### config.mk
export PLATFORM = sky130hd
export DESIGN_NAME = union_find_engine
export DESIGN_NICKNAME = d
export VERILOG_FILES = /design/src/rtl/uf_pkg.sv /design/src/rtl/uf_parent_ram.sv /design/src/rtl/union_find_engine.sv
export SDC_FILE = /design/constraint.sdc
export NUM_CORES = 2
export LEC_CHECK = 0
export ABC_CLOCK_PERIOD_IN_PS = 10800
export CAP_MARGIN = 40
export CORE_MARGIN = 5
export CORE_UTILIZATION = 44
export DETAILED_ROUTE_END_ITERATION = 10
export HOLD_SLACK_MARGIN = 0.03
export PLACE_DENSITY = 0.6
export SYNTH_ARGS = -nofsm -noshare
export SYNTH_HDL_FRONTEND = slang
export SYNTH_HIERARCHICAL = 1
export SYNTH_SLANG_ARGS = --single-unit
export TNS_END_PERCENT = 10
### constraint.sdc
create_clock -name clk -period 10.8 [get_ports clk]
set_input_delay 2.7 -clock clk [delete_from_list [all_inputs] [get_ports clk]]
set_output_delay 2.7 -clock clk [all_outputs]
set_load 0.01 [all_outputs]
### src/rtl/uf_pkg.sv
// Shared definitions for the union/find engine: request opcodes, FSM states
// and the bit layout of the packed request word {op, node_a, node_b}.
package uf_pkg;

    localparam logic [1:0] OP_NOP   = 2'b00;
    localparam logic [1:0] OP_UNION = 2'b01;
    localparam logic [1:0] OP_FIND  = 2'b10;
    localparam logic [1:0] OP_CLEAR = 2'b11;

    typedef enum logic [2:0] {
        CLEAR,
        IDLE,
        FETCH,
        WALK_A,
        WALK_B,
        LINK,
        RESP
    } uf_state_t;

    // Request word: op in the two MSBs, then node_a, then node_b at bit 0.
    localparam int B_LSB = 0;

    function automatic int uf_a_lsb(input int addr_width);
        return addr_width;
    endfunction

    function automatic int uf_op_lsb(input int addr_width);
        return 2 * addr_width;
    endfunction

endpackage

### src/rtl/uf_parent_ram.sv
// Parent table storage: one synchronous read port (1-cycle latency) and one
// write port, written so it maps onto a simple dual-port block RAM.
module uf_parent_ram #(
    parameter int ADDR_WIDTH = 8,
    parameter int N          = 256
) (
    input  logic                  clk,
    input  logic [ADDR_WIDTH-1:0] rd_addr,
    output logic [ADDR_WIDTH-1:0] rd_data,
    input  logic                  wr_en,
    input  logic [ADDR_WIDTH-1:0] wr_addr,
    input  logic [ADDR_WIDTH-1:0] wr_data
);

    logic [ADDR_WIDTH-1:0] mem [N];

    // Registered read and single write port; no reset so it infers block RAM
    always_ff @(posedge clk) begin
        if (wr_en) begin
            mem[wr_addr] <= wr_data;
        end
        rd_data <= mem[rd_addr];
    end

endmodule

### src/rtl/union_find_engine.sv
// Union/find request consumer. Pops one request at a time from the request
// FIFO, walks the parent table to the root(s), links larger root under the
// smaller one for UNION, and emits one result strobe per FIND/UNION.
module union_find_engine
    import uf_pkg::*;
#(
    parameter int ADDR_WIDTH = 8,
    parameter int N          = 256
) (
    input  logic                    clk,
    input  logic                    rst_n,
    input  logic                    fifo_empty,
    output logic                    fifo_rd_en,
    input  logic [2*ADDR_WIDTH+1:0] fifo_rdata,
    output logic                    res_valid,
    output logic [1:0]              res_op,
    output logic [ADDR_WIDTH-1:0]   res_node,
    output logic [ADDR_WIDTH-1:0]   res_root,
    output logic                    busy,
    output logic                    err,
    input  logic                    err_clr
);

    localparam int OP_LSB = uf_op_lsb(ADDR_WIDTH);
    localparam int A_LSB  = uf_a_lsb(ADDR_WIDTH);
    localparam logic [ADDR_WIDTH:0]   N_EXT    = (ADDR_WIDTH+1)'(N);
    localparam logic [ADDR_WIDTH:0]   HOP_MAX  = (ADDR_WIDTH+1)'(N - 1);
    localparam logic [ADDR_WIDTH-1:0] LAST_IDX = ADDR_WIDTH'(N - 1);

    uf_state_t             state;
    logic [1:0]            op_q;
    logic [ADDR_WIDTH-1:0] a_q;
    logic [ADDR_WIDTH-1:0] b_q;
    logic [ADDR_WIDTH-1:0] cur;
    logic [ADDR_WIDTH-1:0] ra;
    logic [ADDR_WIDTH-1:0] rb;
    logic [ADDR_WIDTH-1:0] clr_cnt;
    logic [ADDR_WIDTH:0]   hops;

    logic [ADDR_WIDTH-1:0] ram_rd_addr;
    logic [ADDR_WIDTH-1:0] ram_rd_data;
    logic                  ram_wr_en;
    logic [ADDR_WIDTH-1:0] ram_wr_addr;
    logic [ADDR_WIDTH-1:0] ram_wr_data;

    logic [1:0]            in_op;
    logic [ADDR_WIDTH-1:0] in_a;
    logic [ADDR_WIDTH-1:0] in_b;
    logic                  in_range;
    logic                  at_root;
    logic                  background;
    logic [ADDR_WIDTH-1:0] root_lo;
    logic [ADDR_WIDTH-1:0] root_hi;

    assign in_op      = fifo_rdata[OP_LSB +: 2];
    assign in_a       = fifo_rdata[A_LSB +: ADDR_WIDTH];
    assign in_b       = fifo_rdata[B_LSB +: ADDR_WIDTH];
    assign in_range   = ({1'b0, in_a} < N_EXT) && ({1'b0, in_b} < N_EXT);
    // RAM output is the parent of cur during either walk
    assign at_root    = (ram_rd_data == cur);
    // Label 0 is the background; unions touching it never modify the table
    assign background = (a_q == '0) || (b_q == '0);
    assign root_lo    = (ra < rb) ? ra : rb;
    assign root_hi    = (ra < rb) ? rb : ra;

    uf_parent_ram #(
        .ADDR_WIDTH (ADDR_WIDTH),
        .N          (N)
    ) u_parent_ram (
        .clk     (clk),
        .rd_addr (ram_rd_addr),
        .rd_data (ram_rd_data),
        .wr_en   (ram_wr_en),
        .wr_addr (ram_wr_addr),
        .wr_data (ram_wr_data)
    );

    // Read address: node a on fetch, next hop during walks, b when walk A ends
    always_comb begin
        ram_rd_addr = cur;
        case (state)
            FETCH:   ram_rd_addr = in_range ? in_a : '0;
            WALK_A:  ram_rd_addr = at_root ? b_q : ram_rd_data;
            WALK_B:  ram_rd_addr = ram_rd_data;
            default: ram_rd_addr = cur;
        endcase
    end

    // Write port: identity fill while clearing, root link for a real union
    always_comb begin
        ram_wr_en   = 1'b0;
        ram_wr_addr = clr_cnt;
        ram_wr_data = clr_cnt;
        if (state == CLEAR) begin
            ram_wr_en = 1'b1;
        end else if (state == LINK && ra != rb && !background) begin
            ram_wr_en   = 1'b1;
            ram_wr_addr = root_hi;
            ram_wr_data = root_lo;
        end
    end

    // Control FSM with registered outputs; a reset always restarts the clear
    always_ff @(posedge clk or negedge rst_n) begin
        if (!rst_n) begin
            state      <= CLEAR;
            clr_cnt    <= '0;
            fifo_rd_en <= 1'b0;
            res_valid  <= 1'b0;
            res_op     <= '0;
            res_node   <= '0;
            res_root   <= '0;
            busy       <= 1'b1;
            err        <= 1'b0;
            op_q       <= '0;
            a_q        <= '0;
            b_q        <= '0;
            cur        <= '0;
            ra         <= '0;
            rb         <= '0;
            hops       <= '0;
        end else begin
            res_valid  <= 1'b0;
            fifo_rd_en <= 1'b0;
            // A new error later in this block overrides the clear
            if (err_clr) begin
                err <= 1'b0;
            end
            case (state)
                CLEAR: begin
                    clr_cnt <= clr_cnt + 1'b1;
                    if (clr_cnt == LAST_IDX) begin
                        clr_cnt <= '0;
                        state   <= IDLE;
                        busy    <= 1'b0;
                    end
                end
                IDLE: begin
                    if (!fifo_empty) begin
                        fifo_rd_en <= 1'b1;
                        busy       <= 1'b1;
                        state      <= FETCH;
                    end
                end
                FETCH: begin
                    // First FETCH cycle is the pop strobe; the word lands the cycle after
                    if (!fifo_rd_en) begin
                        op_q <= in_op;
                        a_q  <= in_a;
                        b_q  <= in_b;
                        cur  <= in_a;
                        hops <= '0;
                        if ((in_op == OP_UNION || in_op == OP_FIND) && !in_range) begin
                            err   <= 1'b1;
                            busy  <= 1'b0;
                            state <= IDLE;
                        end else begin
                            case (in_op)
                                OP_NOP: begin
                                    busy  <= 1'b0;
                                    state <= IDLE;
                                end
                                OP_CLEAR: state <= CLEAR;
                                default:  state <= WALK_A;
                            endcase
                        end
                    end
                end
                WALK_A: begin
                    if (at_root) begin
                        ra <= cur;
                        if (op_q == OP_FIND) begin
                            res_valid <= 1'b1;
                            res_op    <= op_q;
                            res_node  <= a_q;
                            res_root  <= cur;
                            state     <= RESP;
                        end else begin
                            cur   <= b_q;
                            hops  <= '0;
                            state <= WALK_B;
                        end
                    end else if (hops == HOP_MAX) begin
                        err       <= 1'b1;
                        res_valid <= 1'b1;
                        res_op    <= op_q;
                        res_node  <= a_q;
                        res_root  <= '0;
                        state     <= RESP;
                    end else begin
                        cur  <= ram_rd_data;
                        hops <= hops + 1'b1;
                    end
                end
                WALK_B: begin
                    if (at_root) begin
                        rb    <= cur;
                        state <= LINK;
                    end else if (hops == HOP_MAX) begin
                        err       <= 1'b1;
                        res_valid <= 1'b1;
                        res_op    <= op_q;
                        res_node  <= a_q;
                        res_root  <= '0;
                        state     <= RESP;
                    end else begin
                        cur  <= ram_rd_data;
                        hops <= hops + 1'b1;
                    end
                end
                LINK: begin
                    res_valid <= 1'b1;
                    res_op    <= op_q;
                    res_node  <= a_q;
                    res_root  <= background ? '0 : root_lo;
                    state     <= RESP;
                end
                RESP: begin
                    busy  <= 1'b0;
                    state <= IDLE;
                end
                default: begin
                    clr_cnt <= '0;
                    busy    <= 1'b1;
                    state   <= CLEAR;
                end
            endcase
        end
    end

endmodule

==> summary.md <==
| Metric | Value |
|---|---|
| Status | `complete, no violations` |
| Setup_tns | `0 ps` |
| Top Ports | `44` |
| DR DRC count | `0` |
| Initial antenna violation count | `1` |
| Synth top cells by count | `edfxtp_1 (2,048), mux4_2 (454), nor2_1 (324)` |
| GRT Residual Overflow | `0` |
| Rel. slew slack | `27.0%` |
| Clock skew | `24.3 ps` |
| Hold/Removal Path Class | `reg2reg` |
| Row cnt | `161` |
| Skew-Pair Late Insertion Delay | `840 ps` |
| Clock Sinks | `2,140` |
| Synth async-reset ratio | `3.93%` |
| Core ar. | `192,000 sq um` |
| Hold Buf Count CTS | `0` |
| CP required | `11,480 ps` |
| Crit Path Class | `in2reg` |
| Clock Power Share | `44.1%` |
| Die X | `449 microns` |
| IO Port Bufs | `43` |
| Multi-input gate area | `19,500 sq um` |
| Layout area overhead | `12.5%` |
| Fin. max-slew vios | `0` |
| Post-synthesis cell count | `4,342` |
| RSZ-0062 raised after global routing | `no` |
| Data arrival, critical path | `7730 ps` |
| CP bufs+invs | `3` |
| Clock transition at path regs | `60 ps` |
| Number of synthesized flops with an enable pin | `2,048` |
| Synth Flop Type | `edfxtp_1` |
| PwrDens | `168 nW/um^2` |
| Vias | `43,497` |
| Net switching power figure | `0.00308 W` |
| RR Endpoint | `u_parent_ram/rd_data[5]` |
| Crit-path max FO | `56` |
| Die ar. | `201,000 sq um` |
| Total track usage | `20.8%` |
| Gpl congestion | `0.808` |
| Drt pass-1 iters | `5` |
| Fin. Hold Viols | `0` |
| Combinational power share | `0.1%` |
| Dpl hpwl | `129,000 microns` |
| CP Capture Point | `u_parent_ram/rd_data[5]` |
| Post-synth top area share | `72.6%` |
| Final antenna-violating net count | `0` |
| CTS Buf Count | `209` |
| Via density per instance | `6.03` |
| CTS root buf | `clkbuf_16` |
| Setup Buffers After CTS | `0` |
| Worst-Margin Slew | `1100 ps` |
| WL final | `212,000 microns` |
| Initial core utilization | `44.1%` |
| Largest net degree at the start of global routing | `211` |
| Final Util | `49.7%` |
| Synth Cell Area | `84,700 sq um` |
| Number of max-cap violations | `0` |
| Reg2Reg Depth | `13` |
| Tmin final | `7050 ps` |
| #FFs+latches synth | `2,140` |
| CP startpoint | `fifo_rdata[8]` |
| Cell-internal power | `0.0130 W` |
| Layout cells sized above 1 | `21.4%` |
| Vias in the first global route | `43,509` |
| Yosys Warn Count | `6` |
| Avg Inst Size Synth | `19.5 sq um` |
| Crit path depth | `12` |
| Count leader, synth | `edfxtp_1` |
| Worst Setup Start Kind | `input pin` |
| Longest Clk Path Bufs | `3` |
| Critical Path Max Stage Delay | `700 ps` |
| Net Sw Frac | `19.2%` |
| H-tree depth | `4` |
| Post-Syn Nets | `4,376` |
| Fmax | `142 MHz` |
| CP max-delay cell | `nor3_1` |
| Iter 0 DRT Violations | `4,314` |
| Seq/Total Area, Yosys | `75.3%` |
| Delay-heaviest family, CP | `compound AO/OA/AOI/OAI gates` |
| Die Ht | `449 microns` |
| Post_cts resized | `0` |
| Top post-synthesis cells by area | `edfxtp_1 (73%), mux4_2 (12%), dfrtp_1 (2.5%)` |
| Slack of the worst reg-to-reg path | `4690 ps` |
| Reg power frac | `55.7%` |
| Sequential Area | `63,800 sq um` |
| Drt wl/cell | `29.4 microns` |
| FF-to-FF Start | `state[0]` |
| Crit path cell chain | `clkdlybuf4s50_1, a21oi_1, o22ai_1, o21a_4, buf_12, buf_4, mux4_2, a22o_1, a221oi_1, o32ai_1, nor3_1, nor4_1` |
| P_leak | `28.4 nW` |
| Wire length of the first global-routing pass | `310,000 microns` |
| Nets | `4,548` |
| Final Setup Violations | `0` |
| Layout fillers | `15,415` |
| CTS tree | `yes` |
| VDD IR-drop max | `0.147 mV` |
| Pwr Total | `0.0161 W` |
| CP Capture Type | `flop` |
| Post-synthesis cell type count | `79` |
| Period utilization | `65.3%` |
| Synth area leader | `edfxtp_1` |
state kept, by name (all words and copies together), names as in the netlist:
register and count:
a_q 8, b_q 8, busy 1, clr_cnt 8, cur 8, err 1, fifo_rd_en 1, hops 9
op_q 2, ra 8, rb 8, res_node 8, res_op 2, res_root 8, res_valid 1, state 3
u_parent_ram/mem 2048, u_parent_ram/rd_data 8
how the worst min path moves through the flow:
stage               startpoint  endpoint  slack (ps)  depth (start not counted)
finish                 hops[6]   hops[6]         480                          1
global route           hops[6]   hops[6]         500                          1
CTS                    hops[6]   hops[6]         490                          1
detailed placement     hops[6]   hops[6]         480                          1
global placement       hops[6]   hops[6]         480                          1
floorplan              hops[6]   hops[6]         450                          1
power by group through the flow:
stage                     clock network [W]    logic, W  registers [W]
after global routing                0.00758   0.0000224        0.00894
final                               0.00709   0.0000202        0.00895
after global placement                    0   0.0000196        0.00913
after CTS                           0.00722   0.0000208        0.00895
after detailed placement                  0   0.0000205        0.00913
after floorplan                           0  0.00000219        0.00913
worst register-to-register path: stages, from the launching register on:
cell and delay [ps]:
dfrtp_1 380, buf_4 240, nor2_1 220, nand2_1 430, nand2_1 510, o21a_4 630, buf_12 500, buf_4 610
mux4_2 600, a22o_1 210, a221oi_1 580, o32ai_1 210, nor3_1 700, nor4_1 130
cell families (layout without fill, tap and decap cells):
| logic type | count (synthesis) | after routing | share of synthesized area (%) |
|---|---|---|---|
| fa+ha+maj | 12 | 12 | 0.177 |
| buf+inv | 291 | 637 | 1.98 |
| compound gates | 592 | 592 | 4.80 |
| other cells | 0 | 1 | 0 |
| mux | 623 | 623 | 14.1 |
| simple gates | 676 | 676 | 3.58 |
| flops | 2140 | 2140 | 75.3 |
| xor+xnor | 8 | 8 | 0.0827 |
layout by cell type, fill, tap and decap left out, types with 9 or more instances in the layout:
cell type	n
nand3_1	48
nor3_1	28
ha_1	12
a221oi_1	15
o2bb2ai_1	10
and2_1	11
mux2_2	16
clkdlybuf4s50_1	42
clkbuf_16	211
nor4_1	24
dfrtp_1	83
nand2b_1	11
nor2_1	320
bufinv_16	16
inv_6	9
nand4_1	16
nor2b_1	31
clkinv_1	40
buf_12	20
a22o_1	18
mux4_2	454
a211oi_1	17
o221ai_1	46
edfxtp_1	2048
nand2_1	138
buf_4	141
clkbuf_1	45
a21oi_1	140
o22ai_1	36
a22oi_1	144
o21ai_0	61
buf_2	16
inv_1	19
o211ai_1	18
clkinv_2	39
mux2i_1	151
per-stage QoR:
stage / instance area (sq um) / cells / setup WS (ps) / hold slack [ps]
2_1_floorplan: 84700 / 4342 / 625 / 453
3_3_place_gp: 87800 / 6731 / 2760 / 480
3_5_place_dp: 88700 / 6827 / 2790 / 476
4_1_cts: 95300 / 7212 / 3690 / 487
5_1_grt: 95300 / 7215 / 3440 / 498
6_report: 95300 / 7215 / 3750 / 481
per-layer routing:
metal / vias up / routed length (microns) / global-route usage [%]
li1: 18279 / - / -
met1: 23209 / 90100 / 30.1
met2: 1728 / 101000 / 32.7
met3: 281 / 15600 / 3.74
met4: 0 / 5500 / 5.89
met5: - / 0 / 0
layout make-up:
type	count	share of cell area, %
Multi-Input combinational cell	1911	20.5
Clock inverter	120	1.13
Timing Repair Buffer	232	2.30
Inverter	20	0.0787
Clock buffer	265	5.83
Antenna cell	1	0.00262
Sequential cell	2140	66.9
Tap cell	2526	3.31
(Power assumes the default switching activity.)
